--- config.mk ---
export PLATFORM = sky130hd
export DESIGN_NAME = multdiv_tracker
export DESIGN_NICKNAME = d
export VERILOG_FILES = /design/src/rtl/multdiv_tracker.sv
export SDC_FILE = /design/constraint.sdc
export NUM_CORES = 1
export LEC_CHECK = 0
export BUFFER_PORTS_ARGS = -buffer_cell sky130_fd_sc_hd__buf_2
export CAP_MARGIN = 20
export CELL_PAD_IN_SITES_DETAIL_PLACEMENT = 1
export CELL_PAD_IN_SITES_GLOBAL_PLACEMENT = 1
export CORE_UTILIZATION = 35
export DETAILED_ROUTE_END_ITERATION = 8
export GPL_TIMING_DRIVEN = 0
export HOLD_SLACK_MARGIN = 0.03
export PLACE_DENSITY_LB_ADDON = 0.15
export SLEW_MARGIN = 25
export SYNTH_ARGS = -nofsm -noshare
export SYNTH_HDL_FRONTEND = slang
export SYNTH_SLANG_ARGS = --single-unit
--- constraint.sdc ---
create_clock -name clock -period 3.05 [get_ports clock]
set_input_delay 0.305 -clock clock [delete_from_list [all_inputs] [get_ports clock]]
set_output_delay 0.305 -clock clock [all_outputs]
set_load 0.05 [all_outputs]
--- src/rtl/multdiv_tracker.sv ---
// Issue-and-track controller for the multi-cycle multiply/divide unit: starts an op from D/X,
// exposes the in-flight instruction to the stall logic and presents a one-cycle writeback.
module multdiv_tracker #(
    parameter int TIMEOUT = 40,
    parameter int CNT_W   = 6
) (
    input  logic        clock,
    input  logic        reset,
    input  logic [31:0] dx_insn,
    input  logic        flush,
    input  logic        data_resultRDY,
    input  logic        data_exception,
    input  logic [31:0] data_result,
    output logic        ctrl_MULT,
    output logic        ctrl_DIV,
    output logic        mult_ongoing,
    output logic [31:0] pending_insn,
    output logic        wb_valid,
    output logic [4:0]  wb_rd,
    output logic [31:0] wb_data,
    output logic        wb_exception
);

    typedef enum logic [1:0] {IDLE, START, BUSY, DONE} state_t;

    localparam logic [CNT_W-1:0] LAST_CNT = CNT_W'(TIMEOUT - 1);

    state_t           r_state;
    logic [CNT_W-1:0] r_cnt;
    logic             r_opIsDiv;

    logic w_rType;
    logic w_isMult;
    logic w_isDiv;

    assign w_rType  = (dx_insn[31:27] == 5'b00000);
    assign w_isMult = w_rType && (dx_insn[6:2] == 5'b00110);
    assign w_isDiv  = w_rType && (dx_insn[6:2] == 5'b00111);

    // Outputs are set on the edge that enters the state they belong to, so they are all registered.
    always_ff @(posedge clock or posedge reset) begin
        if (reset) begin
            r_state      <= IDLE;
            r_cnt        <= '0;
            r_opIsDiv    <= 1'b0;
            ctrl_MULT    <= 1'b0;
            ctrl_DIV     <= 1'b0;
            mult_ongoing <= 1'b0;
            pending_insn <= 32'h0;
            wb_valid     <= 1'b0;
            wb_rd        <= 5'd0;
            wb_data      <= 32'h0;
            wb_exception <= 1'b0;
        end else begin
            ctrl_MULT    <= 1'b0;
            ctrl_DIV     <= 1'b0;
            wb_valid     <= 1'b0;
            wb_rd        <= 5'd0;
            wb_data      <= 32'h0;
            wb_exception <= 1'b0;
            case (r_state)
                IDLE: begin
                    if ((w_isMult || w_isDiv) && !flush) begin
                        r_state      <= START;
                        r_opIsDiv    <= w_isDiv;
                        pending_insn <= dx_insn;
                        ctrl_MULT    <= !w_isDiv;
                        ctrl_DIV     <= w_isDiv;
                        mult_ongoing <= 1'b1;
                    end
                end
                START: begin
                    r_state <= BUSY;
                    r_cnt   <= '0;
                end
                BUSY: begin
                    r_cnt <= r_cnt + CNT_W'(1);
                    if (data_resultRDY || r_cnt == LAST_CNT) begin
                        r_state  <= DONE;
                        wb_valid <= 1'b1;
                        // A unit exception and a timeout both report through the fixed r30 status path.
                        if (data_resultRDY && !data_exception) begin
                            wb_rd   <= pending_insn[26:22];
                            wb_data <= data_result;
                        end else begin
                            wb_rd        <= 5'd30;
                            wb_data      <= r_opIsDiv ? 32'd5 : 32'd4;
                            wb_exception <= 1'b1;
                        end
                    end
                end
                DONE: begin
                    r_state      <= IDLE;
                    mult_ongoing <= 1'b0;
                    pending_insn <= 32'h0;
                end
                default: r_state <= IDLE;
            endcase
        end
    end

endmodule

Word level (Yosys, flattened, before mapping)
Index checks and enable logic that the tools add are counted.
{ "classes": {"add_sub_neg": 1, "mul": 0, "div_mod_pow": 0, "order_cmp": 0, "n_eq_ne": 8, "n_shift": 0, "n_mux": 24, "bitwise_logic": 0, "n_reduce_logical": 16} }
{ "ops": {"columns": ["cell", "count"], "rows": [
  ["$mux W32", 4],
  ["$pmux W32 S2", 1],
  ["$mux W5", 3],
  ["$pmux W6 S2", 1],
  ["$mux W1", 11],
  ["$eq A5 B3 Y1 const B", 2],
  ["$pmux W2 S4", 1],
  ["$add A6 B1 Y6 const B", 1],
  ["$eq A6 B6 Y1 const B", 1],
  ["$reduce_and A2 Y1", 3],
  ["$logic_not A5 Y1", 1],
  ["$eq A2 B2 Y1 const B", 2],
  ["$logic_and A1 B1 Y1", 4],
  ["$mux W2", 2],
  ["$ne A2 B2 Y1 const B", 2],
  ["$reduce_bool A2 Y1", 2],
  ["$logic_not A1 Y1", 3],
  ["$eq A2 B1 Y1 const B", 1],
  ["$logic_not A2 Y1", 1],
  ["$logic_or A1 B1 Y1", 2],
  ["$pmux W1 S2", 1]
]} }
{ "totals": {"register_bits": 83, "latch_bits": 0, "mem_bits_rw": 0, "romBits": 0, "inputBits": 69, "mem_count": 0} }

Logic depth before layout (Yosys ltp)
{ "logic_depth": {"word_depth": 6, "depth_mapped": 7, "depth_no_buf": 6} }

Worst setup path after synthesis
No wires, ideal clock.
{ "synth_timing": {"path_kind": "reg2reg", "from": "register r_state[0]", "to": "register pending_insn[12]", "setup_ns": 0.121, "arrival_time_ns": 1.484, "required_ns": 2.929, "path_slack_ns": 1.445, "path_stages_with_launch": 8, "period_less_slack_ns": 1.605, "path_cell_list": "dfrtp_1 > inv_1 > ha_1 > nand2b_1 > and2_1 > buf_6 > buf_6 > a22o_1"} }
{ "synth_between": {"elab_chain_cells": 3, "elab_cells_between_ends": 6, "cone_classes": "2 x eq/ne; 1 x mux; 3 x reduce/logical"} }
{ "synth_lines": {"columns": ["item", "line_no", "source"], "rows": [
  ["from (decl)", "28", "state_t r_state;"],
  ["from (signal assigned)", "43", "r_state <= IDLE;"],
  ["from (signal assigned)", "64", "r_state <= START;"],
  ["from (signal assigned)", "73", "r_state <= BUSY;"],
  ["$eq A2 B2 Y1 or $logic_not A2 Y1 (tied branches)", "61", "case (r_state)"],
  ["$reduce_bool A2 Y1 (no source line) or $ne A2 B2 Y1 (tied branches)", null, null],
  ["$reduce_and A2 Y1 (no source line)", null, null],
  ["to (signal assigned)", "66", "pending_insn <= dx_insn;"],
  ["to (decl)", "17", "output logic [31:0] pending_insn,"]
]} }
Parallel ways exist; a longest one is shown, timed or not.
A chain may end at the register's enable or synchronous reset.

Worst setup path in the final report
{ "layout_timing": {"from": "register r_state[0]", "to": "register pending_insn[0]"} }
Same word-level chain as after synthesis.

==> results.yml <==
pwr:
  leakage_nw: 2.401
  power_density_mw_per_mm2: 690.0
  ir_drop_uv: 295.0
  power_mw: 2.839
setup_path:
  cp_max_fo: 10
  ff2ff_path_depth: 7
  crit_required_ns: 3.28
  arrival_ns: 2.07
  endpoint_kind: "flip-flop"
  worstSetupStartpointType: "flip-flop"
  crit_path_start: "r_state[0]"
  setup.worst_path.class: "reg2reg"
  r2r-start: "r_state[0]"
global_route:
  grt_max_degree: 47
  grt_overflow: 0
  grtUsageTotal_pct: 17.11
  grt_pass1_wl_mm: 11.38
  grt_pass1_vias: 2320
  antenna_found_initial: 0
cells_and_area:
  fin_util_pct: 49.83
  layout-drive-gt1-share_pct: 44.83
  diodes: 0
  final_common_cell: "buf_2"
  area_delta_synth_final_pct: 37.27
  fill_cells: 940
  mostFrequentLayoutCells: "buf_2 (144), dfrtp_1 (83), and2_1 (33)"
  nNetsFinal: 445
synthesis:
  yosys.area.top_type: "dfrtp_1"
  syn_area_mm2: 0.002998
  ys_seq_elements: 83
  ys.flop_type: "dfrtp_1"
  synthCells: 217
  avgSynthCellArea_um2: 13.82
  synth_edf_count: 0
  synthArstFlopShare_pct: 100.0
  synth_nets: 290
  ys_types: 34
  seq_area_frac_synth_pct: 69.28
  ys_warn_count: 0
  yosys-top-cells-area: "dfrtp_1 (69%), and2_1 (6.9%), a22o_1 (6.4%), ha_1 (1.7%), and3_1 (1.5%)"
  synth_top_area_share_pct: 69.28
cts:
  tritoncts: "done"
  clockRootBuffer: "clkbuf_8"
  cts.clk_slew.worst_paths_ns: 0.09
  clk_latency_ns: 0.35
  cts_sinks: 83
  cts_made_buffers: 9
  cts.repair.resized: 0
  cts_htree_levels: 3
  cts_max_path_buffers: 2
timing:
  slew_viol_final: 0
  fin_ws_ns: 1.215
  worstMarginPinSlew_ns: 0.5054
  fin_skew_ns: 0.007785
  period_needed_ns: 1.835
  setup_violations: 0
  maxSlewHeadroom_pct: 66.18
  hold_viol: 0
  min_period_over_period_pct: 60.17
  rsz0062_at_grt: "no"
  fmax_mhz: 544.9
routing:
  antenna_left: 0
  finalWirelength_mm: 7.383
  vias_per_cell: 4.691
  wl_per_cell_um: 15.32
  vias: 2261
  drtIter0Drc: 35
  drc: 0
  drt_first_pass_iters: 4
place:
  gp_congestion: 0.7534
  place_ws_ns: 1.228
  dp_hpwl_mm: 5.419
  port_buffers: 142
die:
  die_h_um: 94.55
  rows: 33
  coreArea_mm2: 0.008258
  die_x_um: 94.55
  ios: 143
  initial_utilization_pct: 36.30
  die-area_mm2: 0.008940
job:
  max_cap_viol_count: 0
min_path:
  whs_path_depth: 2
  min_from: "dx_insn[2]"
  hp-class: "in2reg"
outcome:
  status: "finished, final reports clean"
## through the flow
| stage | setup TNS (ns) | cells | cell area (µm²) | hold slack [ns] |
|---|---|---|---|---|
| after floorplan | 0 | 217 | 2998 | 0.3714 |
| after global placement | -31.82 | 464 | 3840 | 0.4559 |
| after detailed placement | 0 | 465 | 3870 | 0.3793 |
| after CTS | 0 | 482 | 4115 | 0.1093 |
| after global routing | 0 | 482 | 4115 | 0.1055 |
| final | 0 | 482 | 4115 | 0.1205 |
## registers in the layout (all words and copies together) (netlist names)
name / flops
r_state: 2
ctrl_MULT: 1
wb_data: 32
wb_valid: 1
ctrl_DIV: 1
wb_exception: 1
r_opIsDiv: 1
wb_rd: 5
r_cnt: 6
pending_insn: 32
mult_ongoing: 1
## worst max-delay path, cell delays in order, from the launching register on
cell and delay [ns]:
dfrtp_1 0.38, inv_1 0.07, ha_1 0.24, nand2b_1 0.28
and2_1 0.23, buf_6 0.13, buf_6 0.13, a22o_1 0.24
## logic make-up after synthesis
group	count (synthesis)	synth area share (%)
xor+xnor	1	0.2922
fa+ha+maj	4	1.670
compound gates	42	10.98
flops	83	69.28
simple gates	66	13.65
buf+inv	18	3.089
mux	3	1.043
## timing repair
item                      CTS  global route
setup buffers               0             0
hold buffers                1             0
hold endpoints to repair   37             0
## cell type report
| class | instances | area [µm²] | area share (%) |
|---|---|---|---|
| inverter | 7 | 28.78 | 0.6993 |
| clock buffer | 11 | 151.4 | 3.679 |
| multi-input combinational | 116 | 828.3 | 20.13 |
| buffer | 11 | 66.31 | 1.611 |
| tap | 105 | 131.4 | 3.192 |
| clock inverter | 5 | 83.83 | 2.037 |
| sequential | 83 | 2077 | 50.47 |
| timing repair buffer | 144 | 748.2 | 18.18 |
## path summary, 6_finish.rpt
check | endpoint | slack [ns]
max | pending_insn[0] | 1.21
min | ctrl_MULT | 0.12
max in group asynchronous | pending_insn[25] | 1.91
max reg2reg | pending_insn[0] | 1.21
min in group asynchronous | wb_data[7] | 0.54
min reg2reg | r_opIsDiv | 0.49
## power breakdown
part / switching, mW / total, mW / internal, mW / leakage [nW]
clock network: 0.398 / 0.906 / 0.509 / 0.112
registers: 0.0375 / 1.22 / 1.18 / 1.15
logic: 0.487 / 0.712 / 0.225 / 1.14
## per-layer routing
metal | vias up | GRT usage [%] | routed length, µm
met3 | 12 | 4.187 | 454
met2 | 72 | 29.71 | 3840
li1 | 1050 | - | -
met1 | 1127 | 19.68 | 2932
met5 | - | 0 | 0
met4 | 0 | 8.460 | 156
## cell usage after synthesis, types with 2 or more instances
master / instances
dfrtp_1: 83
and2_1: 33
a22o_1: 22
and3_1: 7
inv_1: 7
nor2_1: 7
clkbuf_1: 6
nand3_1: 5
o21a_1: 5
a21o_1: 4
ha_1: 4
o21ai_0: 4
buf_6: 3
nand2_1: 3
a21oi_1: 2
buf_2: 2
mux2i_1: 2
nand2b_1: 2
Note: power is estimated with default switching activity, not from simulation.
